## src/rtl/flit_tx_arbiter.sv

```systemverilog
// flit_tx_arbiter
// Packet-atomic round-robin arbiter that shares one flit transmit port
// between NUM_REQ requesters. A granted requester keeps the port until its
// last flit is accepted, or until MAX_FLITS flits have gone without a last
// marker, in which case the port is forcibly released and overrun pulses.
//
// Handshake: a flit moves on any cycle where valid and ready are both high
// at the rising edge of clk. The sender holds valid, flit and last stable
// until that happens. The receiver may raise or lower ready at any time.
//
// Ports
//   clk        system clock
//   rst_n      asynchronous active-low reset
//   req_valid  per-requester flit valid
//   req_flit   per-requester flit, requester i at [i*FLIT_WIDTH +: FLIT_WIDTH]
//   req_last   per-requester last-flit-of-packet marker
//   req_ready  per-requester ready; only the owner's bit can be set
//   out_valid  flit valid toward the transmitter
//   out_flit   granted flit
//   out_last   granted last marker
//   out_ready  transmitter ready
//   grant_id   current owner index; meaningful while busy=1
//   busy       a packet is in progress (LOCKED state)
//   overrun    one-cycle pulse after a forced release
module flit_tx_arbiter #(
  parameter int NUM_REQ    = 3,
  parameter int FLIT_WIDTH = 64,
  parameter int MAX_FLITS  = 16
) (
  input  logic                          clk,
  input  logic                          rst_n,
  input  logic [NUM_REQ-1:0]            req_valid,
  input  logic [NUM_REQ*FLIT_WIDTH-1:0] req_flit,
  input  logic [NUM_REQ-1:0]            req_last,
  output logic [NUM_REQ-1:0]            req_ready,
  output logic                          out_valid,
  output logic [FLIT_WIDTH-1:0]         out_flit,
  output logic                          out_last,
  input  logic                          out_ready,
  output logic [$clog2(NUM_REQ)-1:0]    grant_id,
  output logic                          busy,
  output logic                          overrun
);

  localparam int GW = $clog2(NUM_REQ);

  typedef enum logic {IDLE, LOCKED} state_t;

  state_t        state;
  logic [GW-1:0] rr_ptr;
  logic [7:0]    flit_cnt;

  logic [GW-1:0] pick;
  logic          found;
  logic          transfer;
  logic [7:0]    cnt_inc;
  logic [GW-1:0] rr_next;

  // Round-robin search starting at rr_ptr, wrapping past NUM_REQ-1 to 0.
  always_comb begin
    pick  = '0;
    found = 1'b0;
    for (int k = 0; k < NUM_REQ; k++) begin
      int idx;
      idx = (int'(rr_ptr) + k) % NUM_REQ;
      if (!found && req_valid[idx]) begin
        pick  = GW'(idx);
        found = 1'b1;
      end
    end
  end

  // The flit path is purely combinational once locked, so the owner sees
  // the transmitter directly and no flit is ever stored here.
  assign busy      = (state == LOCKED);
  assign out_valid = busy & req_valid[grant_id];
  assign out_last  = busy & req_last[grant_id];
  assign out_flit  = busy ? req_flit[grant_id*FLIT_WIDTH +: FLIT_WIDTH] : '0;

  always_comb begin
    req_ready = '0;
    if (busy) req_ready[grant_id] = out_ready;
  end

  assign transfer = out_valid & out_ready;
  assign cnt_inc  = (flit_cnt == 8'hFF) ? flit_cnt : flit_cnt + 8'd1;
  assign rr_next  = (grant_id == GW'(NUM_REQ - 1)) ? '0 : grant_id + GW'(1);

  always_ff @(posedge clk or negedge rst_n) begin
    if (!rst_n) begin
      state    <= IDLE;
      rr_ptr   <= '0;
      grant_id <= '0;
      flit_cnt <= '0;
      overrun  <= 1'b0;
    end else begin
      overrun <= 1'b0;
      case (state)
        IDLE: begin
          if (found) begin
            grant_id <= pick;
            flit_cnt <= '0;
            state    <= LOCKED;
          end
        end
        LOCKED: begin
          if (transfer) begin
            flit_cnt <= cnt_inc;
            // A last marker wins over the flit limit on the same transfer.
            if (out_last) begin
              state  <= IDLE;
              rr_ptr <= rr_next;
            end else if (cnt_inc >= 8'(MAX_FLITS)) begin
              state   <= IDLE;
              rr_ptr  <= rr_next;
              overrun <= 1'b1;
            end
          end
        end
        default: state <= IDLE;
      endcase
    end
  end

endmodule

```

## config.mk

```make
export PLATFORM = sky130hd
export DESIGN_NAME = flit_tx_arbiter
export DESIGN_NICKNAME = d
export VERILOG_FILES = /design/src/rtl/flit_tx_arbiter.sv
export SDC_FILE = /design/constraint.sdc
export NUM_CORES = 1
export LEC_CHECK = 0
export ABC_AREA = 1
export BUFFER_PORTS_ARGS = -buffer_cell sky130_fd_sc_hd__buf_2
export CORE_AREA = 2 2 106 108
export CTS_BUF_LIST = sky130_fd_sc_hd__clkbuf_16
export CTS_CLUSTER_SIZE = 10
export DETAILED_ROUTE_END_ITERATION = 10
export DIE_AREA = 0 0 108 110
export GPL_TIMING_DRIVEN = 0
export HOLD_SLACK_MARGIN = 0.06
export PLACE_DENSITY_LB_ADDON = 0.25
export SLEW_MARGIN = 20
export SYNTH_ARGS = -nofsm -noshare
export SYNTH_HDL_FRONTEND = slang
export SYNTH_SLANG_ARGS = --single-unit
```

## constraint.sdc

```tcl
create_clock -name clk -period 2.2 [get_ports clk]
set_clock_uncertainty 0.15 [all_clocks]
set_input_delay 0.44 -clock clk [delete_from_list [all_inputs] [get_ports clk]]
set_output_delay 0.44 -clock clk [all_outputs]
set_load 0.005 [all_outputs]
```

Word level (Yosys, flattened, before mapping)
Index checks and enable logic that the tools add are counted.
{"block": "word_totals", "out_inout_bits": 73, "reg_bits": 14, "inputBits": 201}
{"block": "classes", "div": 3, "mux": 39, "add_sub_neg": 4, "n_reduce_logical": 9, "order_cmp": 6, "n_eq_ne": 4, "shifts": 1, "n_bitwise": 5}
{"op": "$shiftx A192 B9 Y64", "n": 1}
{"op": "$lt A32 B4 Y1 const B", "n": 3}
{"op": "$mod A32 B3 Y32 const B", "n": 2}
{"op": "$mux W64", "n": 1}
{"op": "$mod A3 B3 Y32 const B", "n": 1}
{"op": "$mux W8", "n": 3}
{"op": "$mux W1", "n": 20}
{"op": "$pmux W8 S2", "n": 1}
{"op": "$mux W2", "n": 6}
{"op": "$bmux W1 S2", "n": 5}
{"op": "$add A8 B1 Y8 const B", "n": 1}
{"op": "$eq A8 B8 Y1 const B", "n": 1}
{"op": "$ge A8 B5 Y1 const B", "n": 1}
{"op": "$reduce_and A2 Y1", "n": 2}
{"op": "$add A2 B1 Y3 const B", "n": 1}
{"op": "$add A2 B2 Y3 const B", "n": 1}
{"op": "$and A1 B1 Y1", "n": 3}
{"op": "$and A3 B3 Y3", "n": 1}
{"op": "$logic_and A1 B1 Y1", "n": 3}
{"op": "$lt A2 B3 Y1 const B", "n": 1}
{"op": "$mux W3", "n": 1}
{"op": "$reduce_and A3 Y1", "n": 1}
{"op": "$add A2 B1 Y2 const B", "n": 1}
{"op": "$demux W1 S2", "n": 1}
{"op": "other kinds (8)", "n": 9}

Longest topological paths before layout
{"block": "depth", "ltp_word": 13, "ltp_mapped": 12, "mapped_depth_nobuf": 12}

Least setup slack after synthesis
No wires, ideal clock.
{"block": "synth_path", "path_type": "register to output", "startpoint": "register grant_id[0]", "endpoint": "output port out_flit[23]", "setup_slack_ps": 356, "path_buffers": 2, "path_stages_with_launch": 8, "t_arrival_ps": 1254, "path_cell_list": "dfrtp_1 -> nor2_2 -> buf_4 -> clkbuf_1 -> nand2_1 -> nand3_1 -> nand2_1 -> inv_1"}
{"block": "synth_via", "elab_chain_len": 2}
{"element": "start: declaration", "line_no": "40", "source": "output logic [$clog2(NUM_REQ)-1:0] grant_id,"}
{"element": "start signal: assignment", "line_no": "101", "source": "grant_id <= pick;"}
{"element": "$shiftx A192 B9 Y64", "line_no": "78", "source": "assign out_flit = busy ? req_flit[grant_id*FLIT_WIDTH +: FLIT_WIDTH] : '0;"}
{"element": "$mux W64", "line_no": "78"}
{"element": "end: declaration", "line_no": "37", "source": "output logic [FLIT_WIDTH-1:0] out_flit,"}
Every way passes these cells.

Worst setup path in the final report
{"block": "layout_path", "startpoint": "register grant_id[0]", "endpoint": "output port out_flit[47]"}
Same word-level chain as after synthesis.

==> flow_summary.ini <==
[outcome]
status = finished with violations
violations = negative setup slack

[synthesis]
ys_types = 28
ys_warn_count = 0
ys.flop_type = dfrtp_1
synth.area.top_cells = nand2_1 (43%), nand3_1 (14%), dfrtp_1 (13%)
synth_top_area_frac = 0.427
syn_nets = 780
synth_edf_count = 0
synth_most_common_cell = nand2_1
synth.largest_area_cell = nand2_1
synth_seq_cells = 14
synth_area_um2 = 2740
async_reset_ff_frac = 1.00
syn_inst = 575
synth_commonest_cells = nand2_1 (311), inv_1 (88), nand3_1 (77), buf_2 (15), dfrtp_1 (14)
synth_seq_area_share = 0.128
synth_area_per_cell_um2 = 4.76

[clock_tree]
clock_sinks = 14
clockBufferDepth = 2
root_buffer = clkbuf_16
cts_tree = yes
h-tree-depth = 1
insertion_delay_ps = 240
numCtsBuffers = 3
clk_pin_slew_ps = 40

[cells_and_area]
num_antenna_cells = 0
syn_to_final_growth_pct = 69.0
drive_gt1_frac = 0.398
fin_nets = 1064

[worst_setup_path]
r2r_start = rr_ptr[0]$_DFFE_PN0P_
crit_top_cell = nand2_1
worstSetupEndpointType = output pin
worstPathArrival_ps = 1630
cpMaxStageDelayCell = dfrtp_2
crit_family = buffers and inverters
cp_num_buf_inv = 4
startpoint_type = flop
max_stage_delay_ps = 470
r2r_cells = 12
path_max_fanout = 10
timing.rr.end = flit_cnt[3]$_DFFE_PN0P_
r2r_slack_ps = 210
cp.required_ps = 1610
path_class = reg2out
worstPathCellList = nor2_4 > buf_12 > buf_8 > nand2_1 > nand3_1 > nand2_1 > inv_1 > buf_2

[sta]
holdWs_ps = 374
tns_ps = -29.8
setup_viol = 2
finalWorstSetupSlack_ps = -24.1
max_freq_mhz = 450
min_period_over_period = 1.01
hold_viol_final = 0
rsz0062_at_grt = yes
relSlewSlack = 0.678
drv_slew = 0
tightest_slew_ps = 483
period_needed_ps = 2220

[power_and_ir_drop]
power.density_nw_per_um2 = 919
ir_drop_mv = 0.441
p_leak_nw = 3.15

[die]
io_pins = 274
die_area_um2 = 11900
rows = 38
chipWidth_um = 108
die_h_um = 110
core_area_um2 = 10700
start_util = 0.256

[grt]
grt_pass1_vias = 3685
track_usage = 0.187
grt_overflow_total = 0
antenna_found_initial = 0
grt_max_degree = 15
grt_pass1_wl_um = 18000

[placement]
gp_congestion = 0.801
port-buffer-count = 273
dp_hpwl_um = 10000

[route]
wirelength_um = 12400
antenna_left = 0
dr.pass1.iters = 4
post_drt_wl_per_cell_um = 12.4
drt_iter0_drc = 296
drc = 0
num_vias = 4269
via_per_inst = 4.28

[worst_hold_path]
hp-class = reg2reg
worstHoldStart = rr_ptr[1]$_DFFE_PN0P_
min_to = rr_ptr[1]$_DFFE_PN0P_
hold_depth = 2

[job]
maxCapViolations = 0
stage by stage:
| step | total power [W] | setup slack [ps] | utilization | instances | instance area [um^2] |
|---|---|---|---|---|---|
| final | 0.00425 | -24.1 | 0.432 | 997 | 4630 |
| after global routing | 0.00476 | -119 | 0.432 | 997 | 4630 |
| after CTS | 0.00422 | -38.6 | 0.425 | 995 | 4550 |
| after detailed placement | 0.00361 | -117 | 0.400 | 988 | 4280 |
| after global placement | 0.00361 | -129 | 0.400 | 988 | 4280 |
| after floorplan | 0.00235 | 356 | - | 575 | 2740 |
power by group:
group / internal [W] / switching (W)
Clock: 0.000237 / 0.0000964
Sequential: 0.000322 / 0.0000939
Combinational: 0.00156 / 0.00195
Total: 0.00212 / 0.00214
placed cells by master, fill, tap and decap left out, types with 2 or more instances in the layout:
master	n
a21oi_1	3
a31oi_1	2
buf_1	2
buf_12	2
buf_2	278
buf_4	9
buf_6	5
buf_8	8
clkbuf_16	3
clkbuf_8	2
dfrtp_1	12
dfrtp_2	2
ha_1	4
inv_1	88
inv_2	3
nand2_1	307
nand2_2	10
nand3_1	72
nand3_2	7
nor2_1	7
nor2_2	4
nor2_4	3
o21ai_0	4
o21ai_1	8
final cells by class:
type	instances	area, um^2
inverter	92	348
sequential	14	353
multi-input combinational	440	1950
fill	1242	6070
timing repair buffer	280	1430
tap	140	175
clock buffer	3	75.1
buffer	28	300
sequential cells by signal, indices dropped and copies added, names as in the netlist:
register  cells
grant_id      2
flit_cnt      8
overrun       1
busy          1
rr_ptr        2
cells by family (layout without fill, tap and decap cells):
kind of cell             count (synthesis)  after routing  share of synthesized area
AND/OR/NAND/NOR                        414            414                      0.627
AO/OA/AOI/OAI                           20             20                     0.0430
XOR/XNOR                                 2              2                    0.00640
buffers and inverters                  121            403                      0.177
flip-flops                              14             14                      0.128
adder cells (fa/ha/maj)                  4              4                     0.0183
tightest hold or removal path, cell delays in order, from the launching register on:
cell	delay [ps]
dfrtp_1	380
nand2_1	70
nand2_1	50
repair_timing:
action / 4_1_cts / 5_1_grt
endpoints found under the hold margin: 14 / 0
hold buffers: 1 / 0
pin swaps: 1 / 1
cloned: 1 / 0
setup endpoints to repair: 60 / 64
resized for setup: 54 / 17
setup buffers: 3 / 2
worst max-delay path by stage:
stage	startpoint	end	slack [ps]	cells after the start
2_1_floorplan	grant_id[0]$_DFFE_PN0P_	out_flit[23]	360	7
3_3_place_gp	grant_id[0]$_DFFE_PN0P_	out_flit[26]	-130	8
3_5_place_dp	grant_id[0]$_DFFE_PN0P_	out_flit[26]	-120	8
4_1_cts	grant_id[1]$_DFFE_PN0P_	out_flit[53]	-40	9
5_1_grt	grant_id[1]$_DFFE_PN0P_	out_flit[16]	-120	10
6_report	grant_id[0]$_DFFE_PN0P_	out_flit[47]	-20	8
routing by layer:
layer | vias to the layer above | track usage | share of wire
li1 | 2294 | - | -
met1 | 1839 | 0.234 | 0.41
met2 | 130 | 0.357 | 0.52
met3 | 6 | 0.0229 | 0.062
met4 | 0 | 0.0165 | 0.0045
met5 | - | 0 | 0
No activity file was read; power rests on OpenSTA's default activity.
